## src/rtl/pc_branch_sequencer.sv

```systemverilog
// Fetch-stage PC sequencer: advances the PC under the imem handshake and
// redirects on taken branches, squashing wrong-path IF/ID for a fixed window.
module pc_branch_sequencer #(
    parameter int                ADDR_W       = 32,
    parameter logic [ADDR_W-1:0] RESET_PC     = '0,
    parameter int                FLUSH_CYCLES = 2
) (
    input  logic              clk,
    input  logic              rst_n,
    input  logic              stall,
    input  logic              br_valid,
    input  logic              br_take,
    input  logic [ADDR_W-1:0] br_target,
    input  logic              imem_ready,
    output logic [ADDR_W-1:0] pc,
    output logic              fetch_req,
    output logic              flush,
    output logic              misalign_err,
    output logic [15:0]       taken_cnt
);

    typedef enum logic [1:0] {INIT, RUN, FLUSH} state_t;

    state_t            state, state_next;
    logic [3:0]        flush_cnt, flush_cnt_next;
    logic [ADDR_W-1:0] pc_next;
    logic              fetch_req_next;
    logic              flush_next;
    logic              misalign_next;
    logic [15:0]       taken_cnt_next;

    function automatic logic [15:0] sat_inc(input logic [15:0] v);
        return (v == 16'hFFFF) ? v : v + 16'd1;
    endfunction

    always_ff @(posedge clk) begin
        if (!rst_n) begin
            state        <= INIT;
            flush_cnt    <= '0;
            pc           <= RESET_PC;
            fetch_req    <= 1'b0;
            flush        <= 1'b0;
            misalign_err <= 1'b0;
            taken_cnt    <= '0;
        end else begin
            state        <= state_next;
            flush_cnt    <= flush_cnt_next;
            pc           <= pc_next;
            fetch_req    <= fetch_req_next;
            flush        <= flush_next;
            misalign_err <= misalign_next;
            taken_cnt    <= taken_cnt_next;
        end
    end

    always_comb begin
        state_next     = state;
        flush_cnt_next = flush_cnt;
        pc_next        = pc;
        fetch_req_next = fetch_req;
        flush_next     = flush;
        misalign_next  = 1'b0;
        taken_cnt_next = taken_cnt;

        case (state)
            INIT: begin
                state_next     = RUN;
                fetch_req_next = 1'b1;
                flush_next     = 1'b0;
            end
            RUN: begin
                fetch_req_next = 1'b1;
                // A taken redirect wins over stall and memory back-pressure.
                if (br_valid && br_take) begin
                    state_next     = FLUSH;
                    pc_next        = {br_target[ADDR_W-1:2], 2'b00};
                    flush_next     = 1'b1;
                    fetch_req_next = 1'b0;
                    flush_cnt_next = 4'(FLUSH_CYCLES - 1);
                    misalign_next  = (br_target[1:0] != 2'b00);
                    taken_cnt_next = sat_inc(taken_cnt);
                end else if (!stall && imem_ready) begin
                    pc_next = pc + ADDR_W'(4);
                end
            end
            FLUSH: begin
                // Everything in flight is wrong-path, so all inputs are ignored.
                if (flush_cnt == 4'd0) begin
                    state_next     = RUN;
                    flush_next     = 1'b0;
                    fetch_req_next = 1'b1;
                end else begin
                    flush_cnt_next = flush_cnt - 4'd1;
                end
            end
            default: begin
                state_next     = INIT;
                fetch_req_next = 1'b0;
                flush_next     = 1'b0;
            end
        endcase
    end

endmodule

```

## config.mk

```make
export PLATFORM = sky130hd
export DESIGN_NAME = pc_branch_sequencer
export DESIGN_NICKNAME = d
export VERILOG_FILES = /design/src/rtl/pc_branch_sequencer.sv
export SDC_FILE = /design/constraint.sdc
export NUM_CORES = 1
export LEC_CHECK = 0
export BUFFER_PORTS_ARGS = -buffer_cell sky130_fd_sc_hd__buf_2
export CAP_MARGIN = 20
export CORE_MARGIN = 10
export CORE_UTILIZATION = 33
export DETAILED_ROUTE_END_ITERATION = 10
export PLACE_DENSITY = 0.53
export REMOVE_ABC_BUFFERS = 1
export SLEW_MARGIN = 30
export SYNTH_ARGS = -nofsm -noshare
export SYNTH_HDL_FRONTEND = slang
export SYNTH_SLANG_ARGS = --single-unit
```

## constraint.sdc

```tcl
create_clock -name clk -period 6.6 [get_ports clk]
set_input_delay 0.99 -clock clk [delete_from_list [all_inputs] [get_ports clk]]
set_output_delay 0.99 -clock clk [all_outputs]
set_load 0.03 [all_outputs]
```

# Yosys cells after proc, flatten, opt, wreduce, memory -nomap -nowiden
# Index checks and enable logic that the tools add are counted.
op_classes:
  n_addsub: 3
  eq_ne: 6
  mux: 14
  bitwise: 1
  reduce_logical: 13
op_table:
  columns: ["op", "count"]
  rows:
  - ["32-bit 2-to-1 mux", 2]
  - ["32-bit by 3-bit adder with 32-bit output, second input constant", 1]
  - ["16-bit by 1-bit adder with 16-bit output, second input constant", 1]
  - ["16-bit == test, second input constant", 1]
  - ["3-bit AND reduction", 3]
  - ["4-bit 2-to-1 mux", 2]
  - ["4-bit one-hot mux with 2 select lines", 1]
  - ["2-bit != test, second input constant", 3]
  - ["2-bit one-hot mux with 3 select lines", 1]
  - ["2-bit nonzero test", 3]
  - ["4-bit zero test", 1]
  - ["1-bit 2-to-1 mux", 4]
  - ["2-bit 2-to-1 mux", 2]
  - ["2-bit AND reduction", 2]
  - ["4-bit by 1-bit subtractor with 4-bit output, second input constant", 1]
  - ["1-bit one-hot mux with 3 select lines", 1]
  - ["2-bit by 1-bit == test with 1-bit output, second input constant", 1]
  - ["2-bit == test, second input constant", 1]
  - ["1-bit logical AND", 2]
  - ["2-bit zero test", 1]
  - ["1-bit one-hot mux with 2 select lines", 1]
  - ["1-bit zero test", 1]
  - ["1-bit NOT", 1]
word_totals:
  ff_bits: 57
  in_bits: 38

# Depth between registers and ports, before layout
depth:
  depth_word: 4
  depth_mapped: 7

# Worst setup path before layout
# Ideal clock, no wire load.
synth_path:
  kind: "input port to flip-flop"
  start: "input port imem_ready"
  end: "register pc[19]"
  setup_time_ns: 0.074
  arrival_time_ns: 2.303
  slack_ns: 4.223
  stages: 4
  path_buffers: 0
  cell_sequence: "nor4bb_1 -> nand2_1 -> or4b_1 -> a31oi_1"
synth_between:
  elab_chain_cells: 3
synth_rtl:
  columns: ["item", "line", "source"]
  rows:
  - ["from (decl)", "14", "input logic imem_ready,"]
  - ["1-bit logical AND", "82", "end else if (!stall && imem_ready) begin"]
  - ["2-bit nonzero test (no source line)", null, null]
  - ["2-bit AND reduction (no source line)", null, null]
  - ["to (signal assigned)", "48", "pc <= pc_next;"]
  - ["to (decl)", "15", "output logic [ADDR_W-1:0] pc,"]
# Every way passes these cells.
# A chain may end at the register's enable or synchronous reset.

==> metrics.md <==
| Metric | Value |
|---|---|
| Worst vdd ir | `0.08487 mV` |
| Synth top area cells | `dfxtp_1, a21oi_1, nand4_1, nand2_1, nand3_1` |
| Drt first pass iters | `4` |
| Crit-path slowest cell | `inv_1` |
| Number of synthesized flops with an enable pin | `0` |
| Clock Tree Buf Depth | `2` |
| PwrDens | `between 150 and 200 nW/um2` |
| Initial antenna violation count | `0` |
| Routability cong. | `just under 0.9` |
| ANT cells | `0` |
| First-pass GRT wire length | `between 15000 and 20000 um` |
| Top Layer Used | `met4` |
| WL/cell | `18.77 um` |
| Met2 wire len | `between 5000 and 6000 um` |
| Nature of the critical path endpoint | `flip-flop` |
| Max-cap violations | `0` |
| Final Slew Violations | `0` |
| Vias in the first global route | `~3500` |
| Post-synthesis sequential area ratio | `around a third` |
| Clock Pin Slew Worst Setup and Hold Paths | `0.10 ns` |
| Crit path DAT | `2.83 ns` |
| Post-cts resize count | `0` |
| Final hold violation count | `0` |
| Cell taking the most area after synthesis | `dfxtp_1` |
| Metal-1 WL | `5472 um` |
| # H-tree levels | `2` |
| Actual slew at the worst max-slew pin | `just over 1 ns` |
| Async S/R FF share, synth | `0%` |
| Final Power | `about 0.7 mW` |
| Post-synthesis cell count | `between 400 and 500` |
| Reg2reg end | `pc[20]$_SDFFE_PN0P_` |
| Final instance area | `3856 um2` |
| Die area | `approximately 14000 um2` |
| Later-pin clock latency in the skew report | `just over 0.3 ns` |
| Max Freq | `0.3823 GHz` |
| DRC | `0` |
| P_leak | `roughly 1.4 nW` |
| Endpoints failing setup | `0` |
| RSZ-0062 raised after global routing | `no` |
| Synth Flop Type | `dfxtp_1` |
| Register Area | `1081 um2` |
| CTS buffer count | `5` |
| Rows | `35` |
| Min Tclk post-route | `around 2.6 ns` |
| Reg2Reg Depth | `5` |
| Setup TNS | `0 ns` |
| Via count | `between 3000 and 4000` |
| Critical path startpoint category | `input port` |
| Metal3 WL | `roughly 840 um` |
| WP buf/inv | `3` |
| Routed WL | `11560 um` |
| Status | `complete, no violations` |
| Worst r2r src | `pc[2]$_SDFFE_PN0P_` |
| Clk root buf | `clkbuf_8` |
| IO Pins | `between 80 and 90` |
| Final Cycle Share | `39.63%` |
| Total track usage | `about 15%` |
| Max-slew headroom | `a little under a third` |
| CP peak stage delay | `roughly 0.55 ns` |
| Critical-path maximum fanout | `21` |
| Die H | `about 120 um` |
| Setup Buffers After CTS | `0` |
| Hold Path Sink | `flush_cnt[0]$_SDFFE_PN0P_` |
| Critical Path RT | `approximately 6.8 ns` |
| Yosys cell types | `59` |
| Layout area overhead | `19.97%` |
| Dpl ws | `roughly 3.7 ns` |
| Starting Density | `34.30%` |
| Worst Skew | `0.008058 ns` |
| Syn_area_per_cell | `7.783 um2` |
| Synthesis warning total | `0` |
| Setup ws final | `3.984 ns` |
| IO Port Bufs | `86` |
| Count leader, synth | `dfxtp_1` |
| Crit path max-delay family | `buffers and inverters` |
| Final HPWL DP | `between 8000 and 9000 um` |
| Yosys top cell area share | `roughly a third` |
| Hold path cells | `2` |
| Hold buffer count at CTS | `0` |
| Sink Count | `54` |
| Min-delay src | `flush_cnt[0]$_SDFFE_PN0P_` |
| CTS tree | `done` |
| Post-route ant nets | `0` |
| Share of cells above drive strength 1 | `between 20 and 25%` |
| Most frequent cells after synthesis | `dfxtp_1, a21oi_1, nand2_1` |
| Chip width | `around 120 um` |
| Post-layout nets | `about 530` |
| Internal reg-to-reg setup slack | `4.13 ns` |
| Seq cells post-synth | `54` |
| Final core occ | `41.15%` |
| Synth Cell Area | `3214 um2` |
| Worst path cell trace | `buf_2 -> inv_1 -> buf_4 -> nor2_1 -> and3_1 -> a221o_1` |
| Vias per cell | `about 6.0` |
| HP Class | `flip-flop to flip-flop` |
| Grt ovf | `0` |
| Placed cell area | `approximately 3700 um2` |
| Iter 0 DRT Violations | `about 240` |
| Largest net degree at the start of global routing | `36` |
| Critical path class | `input port to flip-flop` |
| FILL cells | `around 1000` |
| Core Region | `9371 um2` |
| Area of the multi-input gates | `approximately 2000 um2` |
[worst max path at each step]
stage	depth (start not counted)	start	slack [ns]	to
2_1_floorplan	4	br_valid	3.07	pc[20]$_SDFFE_PN0P_
3_3_place_gp	6	rst_n	3.68	pc[30]$_SDFFE_PN0P_
5_1_grt	6	rst_n	3.81	pc[14]$_SDFFE_PN0P_
3_5_place_dp	6	rst_n	3.68	pc[30]$_SDFFE_PN0P_
4_1_cts	6	rst_n	4.01	pc[30]$_SDFFE_PN0P_
6_report	6	rst_n	3.98	pc[30]$_SDFFE_PN0P_
[worst reg2reg max path, stage by stage, from the launching register on]
cell and delay (ns):
dfxtp_1 0.43, ha_1 0.28, nand4_1 0.23, or4_1 0.74, or4_1 0.53, a211oi_1 0.19
[where the power goes]
group / switching, mW / internal [mW] / total, mW
sequential: 0.0200 / 0.338 / 0.358
clock: 0.114 / 0.113 / 0.227
combinational: 0.0752 / 0.0378 / 0.113
total: 0.209 / 0.489 / 0.698
[metrics by stage]
stage	hold slack [ns]	instances
2_1_floorplan	0.4537	386
3_3_place_gp	0.4724	608
3_5_place_dp	0.4793	608
4_1_cts	0.4936	616
5_1_grt	0.5230	616
6_report	0.4881	616
[final cells by class]
class                   instances  area share, %
clock buffers                   6          1.882
clock inverters                 2         0.9734
inverters                      14          1.363
multi-input cells             318          51.04
flip-flops and latches         54          28.03
well taps                     129          4.186
repair buffers                 93          12.52
[layer usage]
metal | up-vias | global-route usage, %
li1 | 1775 | -
met1 | 1752 | 20.94
met2 | 161 | 23.51
met3 | 19 | 3.903
met4 | 0 | 3.740
met5 | - | 0
[sequential cells by signal, summed over array words and instances, names as in the netlist]
signal and count:
flush 1, taken_cnt 16, state 1, pc 30, flush_cnt 4, misalign_err 1
fetch_req 1
[placed cells by master (no fill, tap or decap), types with 5 or more instances in the layout]
master / netlist / final
o211ai_1: 5 / 5
inv_1: 14 / 14
nor2_1: 16 / 16
nand4_1: 25 / 25
or4_1: 14 / 14
buf_2: 0 / 86
clkbuf_8: 0 / 5
a21oi_1: 40 / 40
and4_1: 5 / 5
o31ai_1: 13 / 13
o21ai_0: 21 / 21
and3_1: 12 / 12
o311ai_0: 8 / 8
a31oi_1: 8 / 8
nand3_1: 21 / 21
buf_4: 2 / 7
nand2_1: 33 / 33
nor4_1: 14 / 14
nor3_1: 8 / 8
dfxtp_1: 54 / 54
a211oi_1: 5 / 5
or3_1: 10 / 10
[logic make-up (layout without fill, tap and decap cells)]
kind of cell	Yosys count	count (layout)	share of synthesized area (%)
compound gates	128	128	26.00
fa+ha+maj	3	3	1.168
xor+xnor	1	1	0.2725
buf+inv	42	115	5.449
other cells	1	2	0.1167
mux	2	2	0.6228
flops	54	54	33.63
simple gates	182	182	32.74
Note: power is estimated with default switching activity, not from simulation.
